File: src/rtl/note_event_sequencer.sv
// note_event_sequencer
//   Feeds pitch estimates to an external combinational frequency-to-note
//   converter, debounces the returned 8-bit note code and reports committed
//   note changes as note-on / note-off events carrying the held duration.
//   Note code: [7:5] note, [4:3] accidental, [2:0] octave; 8'h00 is silence.
module note_event_sequencer #(
  parameter int unsigned STABLE_COUNT = 3,
  parameter int unsigned DUR_W        = 16
) (
  input  logic             clk_in,
  input  logic             rst_in,
  input  logic [15:0]      freq_in,
  input  logic             freq_valid_in,
  output logic             freq_ready_out,
  output logic [15:0]      conv_freq_out,
  input  logic [7:0]       conv_code_in,
  output logic             event_valid_out,
  input  logic             event_ready_in,
  output logic             event_on_out,
  output logic [7:0]       event_code_out,
  output logic [DUR_W-1:0] event_dur_out,
  output logic [7:0]       held_code_out
);

  localparam int unsigned      CNT_W   = $clog2(STABLE_COUNT + 1);
  localparam logic [CNT_W-1:0] CNT_MAX = CNT_W'(STABLE_COUNT);
  localparam logic [DUR_W-1:0] DUR_MAX = '1;

  typedef enum logic [2:0] {
    S_IDLE,
    S_LOOKUP,
    S_EVAL,
    S_EMIT_OFF,
    S_EMIT_ON
  } state_t;

  state_t           state_q;
  logic [15:0]      conv_freq_q;
  logic [7:0]       code_q;
  logic [7:0]       cand_q;
  logic [CNT_W-1:0] cnt_q;
  logic [DUR_W-1:0] dur_q;
  logic [7:0]       held_q;
  logic             ev_valid_q;
  logic             ev_on_q;
  logic [7:0]       ev_code_q;
  logic [DUR_W-1:0] ev_dur_q;

  logic [CNT_W-1:0] cnt_d;
  logic [DUR_W-1:0] dur_d;
  logic             commit_d;

  // Post-update debounce count, saturating duration and commit decision for EVAL
  always_comb begin
    cnt_d    = CNT_W'(1);
    dur_d    = dur_q;
    commit_d = 1'b0;
    if (code_q == cand_q) begin
      cnt_d = (cnt_q == CNT_MAX) ? CNT_MAX : cnt_q + 1'b1;
    end
    if (held_q != 8'h00 && dur_q != DUR_MAX) begin
      dur_d = dur_q + 1'b1;
    end
    // The candidate after EVAL is always code_q, so compare code_q with held
    commit_d = (cnt_d == CNT_MAX) && (code_q != held_q);
  end

  // Sequencing FSM with registered converter drive, debounce state and event outputs
  always_ff @(posedge clk_in or posedge rst_in) begin
    if (rst_in) begin
      state_q     <= S_IDLE;
      conv_freq_q <= '0;
      code_q      <= '0;
      cand_q      <= '0;
      cnt_q       <= '0;
      dur_q       <= '0;
      held_q      <= '0;
      ev_valid_q  <= 1'b0;
      ev_on_q     <= 1'b0;
      ev_code_q   <= '0;
      ev_dur_q    <= '0;
    end else begin
      case (state_q)
        S_IDLE: begin
          if (freq_valid_in) begin
            conv_freq_q <= freq_in;
            state_q     <= S_LOOKUP;
          end
        end
        S_LOOKUP: begin
          code_q  <= conv_code_in;
          state_q <= S_EVAL;
        end
        S_EVAL: begin
          cand_q <= code_q;
          cnt_q  <= cnt_d;
          dur_q  <= dur_d;
          if (commit_d) begin
            ev_valid_q <= 1'b1;
            if (held_q != 8'h00) begin
              ev_on_q   <= 1'b0;
              ev_code_q <= held_q;
              ev_dur_q  <= dur_d;
              state_q   <= S_EMIT_OFF;
            end else begin
              // held is silence, so a commit implies a non-silent candidate
              ev_on_q   <= 1'b1;
              ev_code_q <= code_q;
              ev_dur_q  <= '0;
              state_q   <= S_EMIT_ON;
            end
          end else begin
            state_q <= S_IDLE;
          end
        end
        S_EMIT_OFF: begin
          if (event_ready_in) begin
            if (cand_q != 8'h00) begin
              ev_on_q   <= 1'b1;
              ev_code_q <= cand_q;
              ev_dur_q  <= '0;
              state_q   <= S_EMIT_ON;
            end else begin
              ev_valid_q <= 1'b0;
              held_q     <= '0;
              state_q    <= S_IDLE;
            end
          end
        end
        S_EMIT_ON: begin
          if (event_ready_in) begin
            ev_valid_q <= 1'b0;
            held_q     <= cand_q;
            dur_q      <= '0;
            state_q    <= S_IDLE;
          end
        end
        default: begin
          state_q <= S_IDLE;
        end
      endcase
    end
  end

  assign freq_ready_out  = (state_q == S_IDLE) && !rst_in;
  assign conv_freq_out   = conv_freq_q;
  assign event_valid_out = ev_valid_q;
  assign event_on_out    = ev_on_q;
  assign event_code_out  = ev_code_q;
  assign event_dur_out   = ev_dur_q;
  assign held_code_out   = held_q;

endmodule

File: config.mk
export PLATFORM = sky130hd
export DESIGN_NAME = note_event_sequencer
export DESIGN_NICKNAME = d
export VERILOG_FILES = /design/src/rtl/note_event_sequencer.sv
export SDC_FILE = /design/constraint.sdc
export NUM_CORES = 1
export LEC_CHECK = 0
export BUFFER_PORTS_ARGS = -buffer_cell sky130_fd_sc_hd__buf_4
export CORE_MARGIN = 2
export CORE_UTILIZATION = 50
export DETAILED_ROUTE_END_ITERATION = 10
export GPL_TIMING_DRIVEN = 0
export PLACE_DENSITY = 0.69
export SLEW_MARGIN = 0
export SYNTH_ARGS = -nofsm -noshare
export SYNTH_HDL_FRONTEND = slang
export SYNTH_SLANG_ARGS = --single-unit
File: constraint.sdc
create_clock -name clk_in -period 4 [get_ports clk_in]
set_input_delay 0.8 -clock clk_in [delete_from_list [all_inputs] [get_ports clk_in]]
set_output_delay 0.8 -clock clk_in [all_outputs]
set_load 0.02 [all_outputs]
After elaboration in Yosys (flattened, before gate mapping)
Index checks and enable logic that the tools add are counted.
Operators by class
  add/sub/neg operators: 2
  equal/unequal tests: 15
  mux-type cells: 36
  reduce and logical (&&, ||, !) cells: 17
Operator list (count)
  16-bit 2-to-1 mux: 6
  16-bit case mux with 2 select lines: 2
  8-bit 2-to-1 mux: 7
  8-bit case mux with 2 select lines: 2
  3-bit 2-to-1 mux: 6
  16-bit by 1-bit adder with 16-bit output (second input constant): 1
  16-bit != test (second input constant): 1
  8-bit nonzero test: 2
  3-bit case mux with 5 select lines: 1
  2-bit != test (second input constant): 6
  8-bit equality test: 1
  1-bit 2-to-1 mux: 8
  8-bit != test: 1
  4-bit AND reduction: 2
  3-bit by 2-bit equality test with 1-bit output (second input constant): 2
  2-bit nonzero test: 3
  5-bit AND reduction: 1
  2-bit equality test (second input constant): 2
  2-bit 2-to-1 mux: 2
  2-bit AND reduction: 2
  3-bit by 1-bit equality test with 1-bit output (second input constant): 1
  3-bit equality test (second input constant): 1
  1-bit logical AND: 3
  3-bit zero test: 1
  6 further kinds: 6
Storage, ports and cells
  flip-flop bits (word level): 87
  bits of input ports: 28
  output and inout port bits: 51
  logic and storage cells: 81

Depth between registers and ports, before layout
Gate-level depths: netlist of the first run.
  depth after elaboration: 7
  gate-level depth with buffers: 9
  gate-level depth less buffers: 7

Worst setup path before layout of the first run
No wires, ideal clock.
  path kind: input to output
  start point: in rst_in
  end point: out freq_ready_out
  data arrival time: 1.427 ns
  data required time: 3.200 ns
  slack: 1.773 ns
  stages on the path: 1
  buffers on the path: 0
  cell sequence: nor4_1
Between the ends
  word-level cells in the longest chain between the ends: 2
RTL lines
  from (decl): line 11  | input logic rst_in,
  1-bit zero test: line 145  | assign freq_ready_out = (state_q == S_IDLE) && !rst_in;
  1-bit logical AND: line 145
  to (decl): line 14  | output logic freq_ready_out,
Every way passes these cells.

Worst setup path in the final report of the first run
  start point: reg cand_q[5]
  end point: reg ev_code_q[7] (netlist: event_code_out[7])
Between the ends
  word-level cells in the longest chain between the ends: 6
  elaborated cells between the ends (all ways): 8
  those cells by class: eq/ne (4); mux (1); reduce/logical (3)
RTL lines
  from (decl): line 40  | logic [7:0] cand_q;
  from (signal assigned): line 95  | cand_q <= code_q;
  8-bit equality test: line 58  | if (code_q == cand_q) begin
  2-bit 2-to-1 mux: line 58
  2-bit equality test: line 65  | commit_d = (cnt_d == CNT_MAX) && (code_q != held_q);
  1-bit logical AND: line 65
  2-bit != test (no line)
  4-bit AND reduction (no line) *
  to (signal assigned): line 102  | ev_code_q <= held_q;
  to (signal assigned): line 108  | ev_code_q <= code_q;
  to (signal assigned): line 120  | ev_code_q <= cand_q;
  to (decl): line 46  | logic [7:0] ev_code_q;
Every way passes the cells marked *; elsewhere a longest branch is shown, timed or not.
A chain may end at the register's enable or synchronous reset.

==> results of run 1 <==
## registers in the layout, summed over array words and instances (netlist names)
| register | cells |
|---|---|
| conv_freq_out | 16 |
| cand_q | 8 |
| event_code_out | 8 |
| code_q | 8 |
| state_q | 3 |
| cnt_q | 2 |
| held_code_out | 8 |
| event_dur_out | 16 |
| event_valid_out | 1 |
| event_on_out | 1 |
| dur_q | 16 |
## worst max-delay path by stage
stage                                       startpoint                       endpoint  slack, ns  depth (start not counted)
after floorplan                                 rst_in          cand_q[0]$_DFFE_PP0P_       0.95                          1
after global placement                          rst_in       event_on_out$_DFFE_PP0P_      -0.15                          2
after detailed placement                event_ready_in   held_code_out[6]$_DFFE_PP0P_       1.56                          7
after CTS                 held_code_out[3]$_DFFE_PP0P_   event_dur_out[1]$_DFFE_PP0P_       1.68                          7
after global routing             cand_q[5]$_DFFE_PP0P_   event_dur_out[3]$_DFFE_PP0P_       1.49                          8
final                            cand_q[5]$_DFFE_PP0P_  event_code_out[7]$_DFFE_PP0P_       1.70                          7
## worst max-delay path: stages, from the launching register on
cell and delay, ns:
dfrtp_1 0.44, xor2_1 0.18, nor4_1 0.34, nand2_1 0.19, nor3_2 0.32, a31oi_4 0.14
buf_2 0.26, mux2_4 0.31
## power by group
| part | switching (uW) | internal, uW | total (uW) |
|---|---|---|---|
| clock network | 298 | 297 | 595 |
| registers | 296 | 1210 | 1500 |
| logic | 1000 | 841 | 1850 |
## through the flow
step                      setup slack (ns)  hold slack (ns)  utilization [%]
final                                 1.70            0.404             62.5
after global routing                  1.49            0.410             62.5
after CTS                             1.68            0.407             62.5
after detailed placement              1.56            0.477             60.2
after global placement              -0.149            0.471             59.8
after floorplan                      0.950            0.462                -
## layout by cell type (no fill, tap or decap), types with 2 or more instances in the layout
cell type  count
a31oi_1        3
and3_1         4
a21o_1         2
and4_1         4
xor2_1        20
nor2b_1        2
a21oi_1       23
o31ai_1        9
nor2_1         4
nor4_1         5
or4_1          2
o22ai_1        4
xnor2_1       11
clkinv_2       2
o2bb2ai_1     16
mux2_2        31
nand2_1       53
a22o_1         9
nor3_1         2
clkbuf_1       9
buf_2          5
nand3_1        6
buf_6          5
nand4_1        4
inv_1          5
dfrtp_1       87
clkbuf_8      10
buf_4         79
o21ai_0       25
## kinds of logic after synthesis
logic type / Yosys count / synth area share, %
AOI/OAI and AO/OA: 96 / 15.6
and+or+nand+nor: 96 / 12.2
DFF: 87 / 52.8
muxes: 33 / 9.07
xor gates and xnor gates: 31 / 6.58
buffers and inverters: 26 / 3.52
adders and majority gates: 1 / 0.303
## area by class of cell
type                    count  area (um2)
well taps                 105         131
inverters                   6        25.0
fillers                   673        3030
multi-input cells         257        1800
repair buffers             79         613
plain buffers              20         123
flip-flops and latches     87        2180
clock buffers              10         138
clock inverters             4        47.5
## metal layers
| metal | track usage (%) | part of all wire (%) | wire length [um] | vias up |
|---|---|---|---|---|
| met1 | 29.2 | 45 | 4110 | 1560 |
| met5 | 0 | 0 | 0 | - |
| met3 | 3.59 | 3.6 | 331 | 12 |
| met2 | 35.3 | 50 | 4550 | 68 |
| li1 | - | - | - | 1502 |
| met4 | 10.3 | 1.8 | 163 | 0 |
==> flow_summary.yaml, run 1 <==
routing:
  routed_wl_um: 9160
  wl_per_cell_um: 16.1
  via_per_inst: 5.53
  drc: 0
  antenna_left: 0
  drtIter0Drc: 137
  dr.pass1.iters: 4
  dr_total_vias: 3142
yosys:
  yosysSeqAreaShare_pct: 52.8
  yosysMostFrequentCell: "dfrtp_1"
  synth_top_cells_by_area: "dfrtp_1 53%, mux2_2 8.5%, nand2_1 4.8%, xor2_1 4.2%, o2bb2ai_1 3.4%"
  ys_top_cells_by_count: "87 x dfrtp_1, 53 x nand2_1, 31 x mux2_2"
  async_reset_ff_share_pct: 100
  syn_avg_cell_area_um2: 11.2
  netlist_area_um2: 4130
  synth_top_area_share_pct: 52.8
  synth_ff_type: "dfrtp_1"
  yosys.area.top_type: "dfrtp_1"
  synthCells: 370
  synth.distinct_cells: 45
  ys_seq_elements: 87
  synth_edf_count: 0
  yosys_warnings: 0
  synth_nets: 399
power_and_ir_drop:
  ir_drop_mv: 0.414
  p_leak_uw: 0.00229
  design_power_total_uw: 3940
  p_per_area_nw_per_um2: 779
global_route:
  grt_pass1_vias: 3269
  grt_max_degree: 68
  grt_pass1_wl_um: 15500
  grt_usage_pct: 22.0
  antenna_found_initial: 0
  overflow: 0
floorplan:
  die_w_um: 94.8
  die_area_um2: 9000
  start_util_pct: 51.0
  fp-row-count: 33
  ios: 79
  fp.dieH_um: 94.8
  core_um2: 8090
timing:
  setup_viol: 0
  slew_headroom_pct: 42.6
  setup_tns_ns: 0
  worst_pin_slew_ns: 0.857
  finalHoldViolCount: 0
  fmax_mhz: 434
  finalCritPeriodShare_pct: 57.5
  skew_ns: 0.00983
  grt_setup_unrepaired: "false"
  min_period_ns: 2.30
  slew_viol_final: 0
worst_setup_path:
  startpoint_type: "register"
  r2r-start: "cand_q[5]$_DFFE_PP0P_"
  path_max_fanout: 10
  required_ns: 4.24
  path_class: "reg -> reg"
  ff2ff_setup_slack_ns: 1.70
  worst_ep_arrival_time_ns: 2.54
  timing.rr.end: "event_code_out[7]$_DFFE_PP0P_"
  endpoint_kind: "register"
  rr_worst_depth: 7
final_layout:
  area_growth_pct: 22.6
  num_antenna_cells: 0
  drive_above_1_share_pct: 31.7
  final_cells: 568
  postLayoutCellArea_um2: 5060
  finalNetCount: 489
cts:
  cts_buffers: 9
  cts_sinks: 87
  ctsHoldBuffers: 0
  post_cts_resized: 0
  h-tree-depth: 3
  path_clk_slew_ns: 0.09
  cts_tree: "yes"
  postCtsSetupRepairBufs: 0
  clock_latency_ns: 0.35
  clockBufferDepth: 2
  cts_root_buffer: "clkbuf_8"
run_status:
  outcome: "complete, no violations"
placement:
  dpl_cell_area_um2: 4870
  port_buffers: 78
  dp.cells: 554
  detailed_place_hpwl_um: 6390
  routabilityCongestion: 0.816
job:
  cap_violations: 0
worst_hold_path:
  hp-class: "in -> async"
Note: power is estimated with default switching activity, not from simulation.
==> run 2: changes to the inputs <==
clock period = 2.2 ns   (was 4 ns; I/O delays follow)
==> flow_summary.yaml, run 2 (synthesis results as in run 1) <==
power_and_ir_drop:
  p_comb_share_pct: 47.6
  p_leak_uw: 0.00235
  ir_drop_mv: 0.700
  p_clk_share_pct: 16.0
  p_int_uw: 4500
  design_power_total_uw: 7550
  p_per_area_nw_per_um2: 1450
  p_sw_share_pct: 40.3
  switchingPower_uw: 3050
  seq_power_share_pct: 36.3
final_layout:
  layout_common_cells: "87 x dfrtp_1, 85 x buf_4, 53 x nand2_1"
  finalNetCount: 495
  area_growth_pct: 26.0
  num_antenna_cells: 0
  post-route-util_pct: 64.3
  layout_commonest_cell: "dfrtp_1"
  drive_above_1_share_pct: 33.5
placement:
  post-place-ws_ns: -0.151
  routabilityCongestion: 0.819
  port_buffers: 78
  detailed_place_hpwl_um: 6620
timing:
  finalHoldViolCount: 0
  slew_viol_final: 0
  setup_viol: 0
  min_period_ns: 2.08
  worst_slack_ns: 0.117
  skew_ns: 0.0101
  whs_ns: 0.165
  setup_tns_ns: 0
  worst_pin_slew_ns: 0.808
  fmax_mhz: 480
  slew_headroom_pct: 45.9
  finalCritPeriodShare_pct: 94.7
job:
  cap_violations: 0
global_route:
  overflow: 0
  grt_usage_pct: 22.5
  grt_pass1_vias: 3183
  grt_pass1_wl_um: 15500
  antenna_found_initial: 0
  grt_max_degree: 32
routing:
  antenna_left: 0
  wl_per_cell_um: 16.5
  drc: 0
  via_per_inst: 5.62
  drtIter0Drc: 131
  dr.pass1.iters: 4
  dr_total_vias: 3238
  routed_wl_um: 9520
floorplan:
  fp.dieH_um: 94.8
  die_w_um: 94.8
  core_um2: 8090
  ios: 79
  fp-row-count: 33
  die_area_um2: 9000
  start_util_pct: 51.0
worst_setup_path:
  r2r-start: "code_q[2]$_DFFE_PP0P_"
  path_class: "reg -> reg"
  timing.rr.end: "event_code_out[7]$_DFFE_PP0P_"
  rr_worst_depth: 7
  ff2ff_setup_slack_ns: 0.12
  endpoint_kind: "register"
  required_ns: 2.45
  startpoint_type: "register"
  worst_ep_arrival_time_ns: 2.33
  path_max_fanout: 10
cts:
  clockBufferDepth: 2
  path_clk_slew_ns: 0.09
  cts_tree: "yes"
  h-tree-depth: 3
  cts_root_buffer: "clkbuf_8"
  clock_latency_ns: 0.36
  cts_sinks: 87
  ctsHoldBuffers: 0
  cts_buffers: 9
worst_hold_path:
  hp-class: "in -> async"
run_status:
  outcome: "complete, no violations"
[run 2: cell count changes in the layout (fill, tap and decap cells not counted), moves of 2 or more]
cell,before,now
nor4_2,0,2
buf_12,0,3
clkinv_2,2,0
clkbuf_1,9,11
buf_4,79,85
nor4_1,5,3
[run 2: cell type report]
class | instances | area, um2
plain buffers | 19 | 123
fillers | 671 | 2890
inverters | 6 | 26.3
clock buffers | 13 | 139
multi-input cells | 257 | 1850
flip-flops and latches | 87 | 2180
repair buffers | 86 | 683
well taps | 105 | 131
clock inverters | 3 | 67.6
[run 2: power by group through the flow]
| stage | clock [uW] | sequential [uW] | combinational (uW) |
|---|---|---|---|
| 4_1_cts | 1230 | 2730 | 3430 |
| 6_report | 1210 | 2740 | 3590 |
| 3_3_place_gp | 0 | 2750 | 3320 |
| 2_1_floorplan | 0 | 3140 | 1760 |
| 5_1_grt | 1290 | 2830 | 3900 |
| 3_5_place_dp | 0 | 2760 | 3390 |
[run 2: routing by layer]
metal | global-route usage (%) | wire length (um) | vias up
met2 | 36.1 | 4740 | 94
met5 | 0 | 0 | -
met4 | 7.97 | 126 | 0
met3 | 5.59 | 490 | 13
met1 | 29.7 | 4160 | 1602
li1 | - | - | 1529
[run 2: how the worst max path moves through the flow]
stage	from	endpoint	slack, ns
detailed placement	held_code_out[3]$_DFFE_PP0P_	event_dur_out[5]$_DFFE_PP0P_	-0.15
CTS	dur_q[0]$_DFFE_PP0P_	dur_q[11]$_DFFE_PP0P_	0.008
floorplan	dur_q[0]$_DFFE_PP0P_	dur_q[11]$_DFFE_PP0P_	0.12
global placement	held_code_out[3]$_DFFE_PP0P_	event_dur_out[0]$_DFFE_PP0P_	-0.1
global route	code_q[2]$_DFFE_PP0P_	event_dur_out[6]$_DFFE_PP0P_	-0.002
finish	code_q[2]$_DFFE_PP0P_	event_code_out[7]$_DFFE_PP0P_	0.12
[run 2: timing repair]
action	in CTS	in global routing
setup endpoints to repair	16	53
resized for setup	3	10
buffers inserted	3	3
pin swaps	1	4
[run 2: critical path: stages, from the launching register on]
cell and delay [ns]:
dfrtp_1 0.46, xor2_1 0.18, nor4_2 0.31, nand2_1 0.18, nor3_4 0.26, a31oi_4 0.05, buf_2 0.21, mux2_4 0.31
[run 2: stage by stage]
step | cells | instance area [um2]
finish | 576 | 5200
global placement | 553 | 4850
floorplan | 370 | 4130
CTS | 574 | 5130
global route | 576 | 5200
detailed placement | 555 | 4890
==> run 3: changes to the inputs <==
CORE_UTILIZATION = 55   (was 50)
PLACE_DENSITY = 0.75   (was 0.69)
==> flow_summary.yaml, run 3 (synthesis results as in run 1) <==
cts:
  cts_sinks: 87
  cts_buffers: 9
  cts_tree: "yes"
  path_clk_slew_ns: 0.08
  cts_root_buffer: "clkbuf_8"
  clockBufferDepth: 2
  clock_latency_ns: 0.35
  h-tree-depth: 3
routing:
  drc: 0
  dr.pass1.iters: 4
  wl_per_cell_um: 17.0
  drtIter0Drc: 168
  via_per_inst: 5.81
  dr_total_vias: 3306
  antenna_left: 0
  routed_wl_um: 9690
timing:
  min_period_ns: 2.06
  fmax_mhz: 486
  setup_tns_ns: 0
  slew_viol_final: 0
  setup_viol: 0
  skew_ns: 0.00645
  finalHoldViolCount: 0
  slew_headroom_pct: 46.7
  finalCritPeriodShare_pct: 93.5
  worst_slack_ns: 0.143
  worst_pin_slew_ns: 0.795
worst_setup_path:
  timing.rr.end: "dur_q[8]$_DFFE_PP0P_"
  rr_worst_depth: 7
  endpoint_kind: "register"
  ff2ff_setup_slack_ns: 0.14
  path_class: "reg -> reg"
  r2r-start: "state_q[1]$_DFFE_PP0P_"
  required_ns: 2.44
  worst_ep_arrival_time_ns: 2.29
  path_max_fanout: 10
  startpoint_type: "register"
global_route:
  grt_pass1_wl_um: 16100
  grt_max_degree: 38
  antenna_found_initial: 0
  grt_usage_pct: 24.4
  overflow: 0
  grt_pass1_vias: 3236
floorplan:
  die_w_um: 90.6
  start_util_pct: 56.9
  fp-row-count: 31
  core_um2: 7250
  die_area_um2: 8210
  fp.dieH_um: 90.6
  ios: 79
final_layout:
  layout_commonest_cell: "buf_4"
  num-fill-cells: 559
  drive_above_1_share_pct: 34.5
  num_antenna_cells: 0
  finalNetCount: 497
  final_cells: 569
  seq_area_um2: 2180
  area_growth_pct: 25.2
  multi_input_area_um2: 1860
  layout_common_cells: "89 x buf_4, 87 x dfrtp_1, 52 x nand2_1"
power_and_ir_drop:
  p_leak_uw: 0.00235
  p_per_area_nw_per_um2: 1440
  ir_drop_mv: 0.771
placement:
  detailed_place_hpwl_um: 6730
  post-place-ws_ns: -0.134
  dp.cells: 549
  routabilityCongestion: 0.847
  port_buffers: 78
job:
  cap_violations: 0
worst_hold_path:
  hp-class: "in -> async"
run_status:
  outcome: "complete, no violations"
==> run 3: cell count changes in the layout (fill, tap and decap cells not counted), sizes merged <==
cell / before / now
buf: 97 / 99
clkbuf: 21 / 19
bufinv: 2 / 1
clkinv: 0 / 1
clkinvlp: 2 / 1
==> run 3: worst max-delay path, cell delays in order (launching register included) <==
cell	delay, ns
dfrtp_1	0.46
nor2b_1	0.20
nand2b_1	0.09
clkbuf_1	0.35
clkbuf_1	0.46
o21ai_0	0.22
nand2_1	0.10
o21ai_0	0.07
==> run 3: where the power goes <==
part           internal, uW  leakage [uW]  switching (uW)
clock                   506     0.0000851             527
combinational          1660       0.00116            2000
sequential             2190       0.00111             568
==> run 3: final cells by class <==
type | instances | share of cell area [%]
buffer | 19 | 2.45
clock buffer | 11 | 2.54
clock inverter | 2 | 0.678
inverter | 6 | 0.509
multi-input combinational | 257 | 36.0
sequential | 87 | 42.2
tap | 99 | 2.40
timing repair buffer | 88 | 13.3
==> run 3: through the flow <==
stage / utilization [%] / power (uW) / hold WS [ns] / instance area (um2)
after floorplan: - / 4910 / 0.462 / 4130
after global placement: 66.7 / 6080 / 0.472 / 4840
after detailed placement: 67.3 / 6190 / 0.475 / 4880
after CTS: 70.2 / 7320 / 0.174 / 5090
after global routing: 71.2 / 7870 / 0.197 / 5160
final: 71.2 / 7450 / 0.165 / 5160
==> run 3: layer usage <==
| metal | up-vias | track usage [%] | routed length, um |
|---|---|---|---|
| met4 | 0 | 9.49 | 222 |
| li1 | 1524 | - | - |
| met5 | - | 0 | 0 |
| met3 | 23 | 2.92 | 440 |
| met2 | 105 | 40.2 | 4800 |
| met1 | 1654 | 33.1 | 4220 |
==> run 3: how the worst max path moves through the flow <==
stage | from | endpoint | slack (ns)
finish | state_q[1]$_DFFE_PP0P_ | dur_q[8]$_DFFE_PP0P_ | 0.14
global route | state_q[2]$_DFFE_PP0P_ | dur_q[6]$_DFFE_PP0P_ | -0.02
CTS | dur_q[0]$_DFFE_PP0P_ | dur_q[5]$_DFFE_PP0P_ | 0.005
detailed placement | held_code_out[4]$_DFFE_PP0P_ | event_dur_out[0]$_DFFE_PP0P_ | -0.13
global placement | held_code_out[3]$_DFFE_PP0P_ | event_dur_out[1]$_DFFE_PP0P_ | -0.09
floorplan | dur_q[0]$_DFFE_PP0P_ | dur_q[11]$_DFFE_PP0P_ | 0.12
==> run 3: timing repair <==
action,4_1_cts,5_1_grt
gates resized for setup,6,12
endpoints found under the hold margin,0,0
setup buffers,4,4
hold buffers,0,0
endpoints found under the setup margin,24,42
pin swaps,3,2
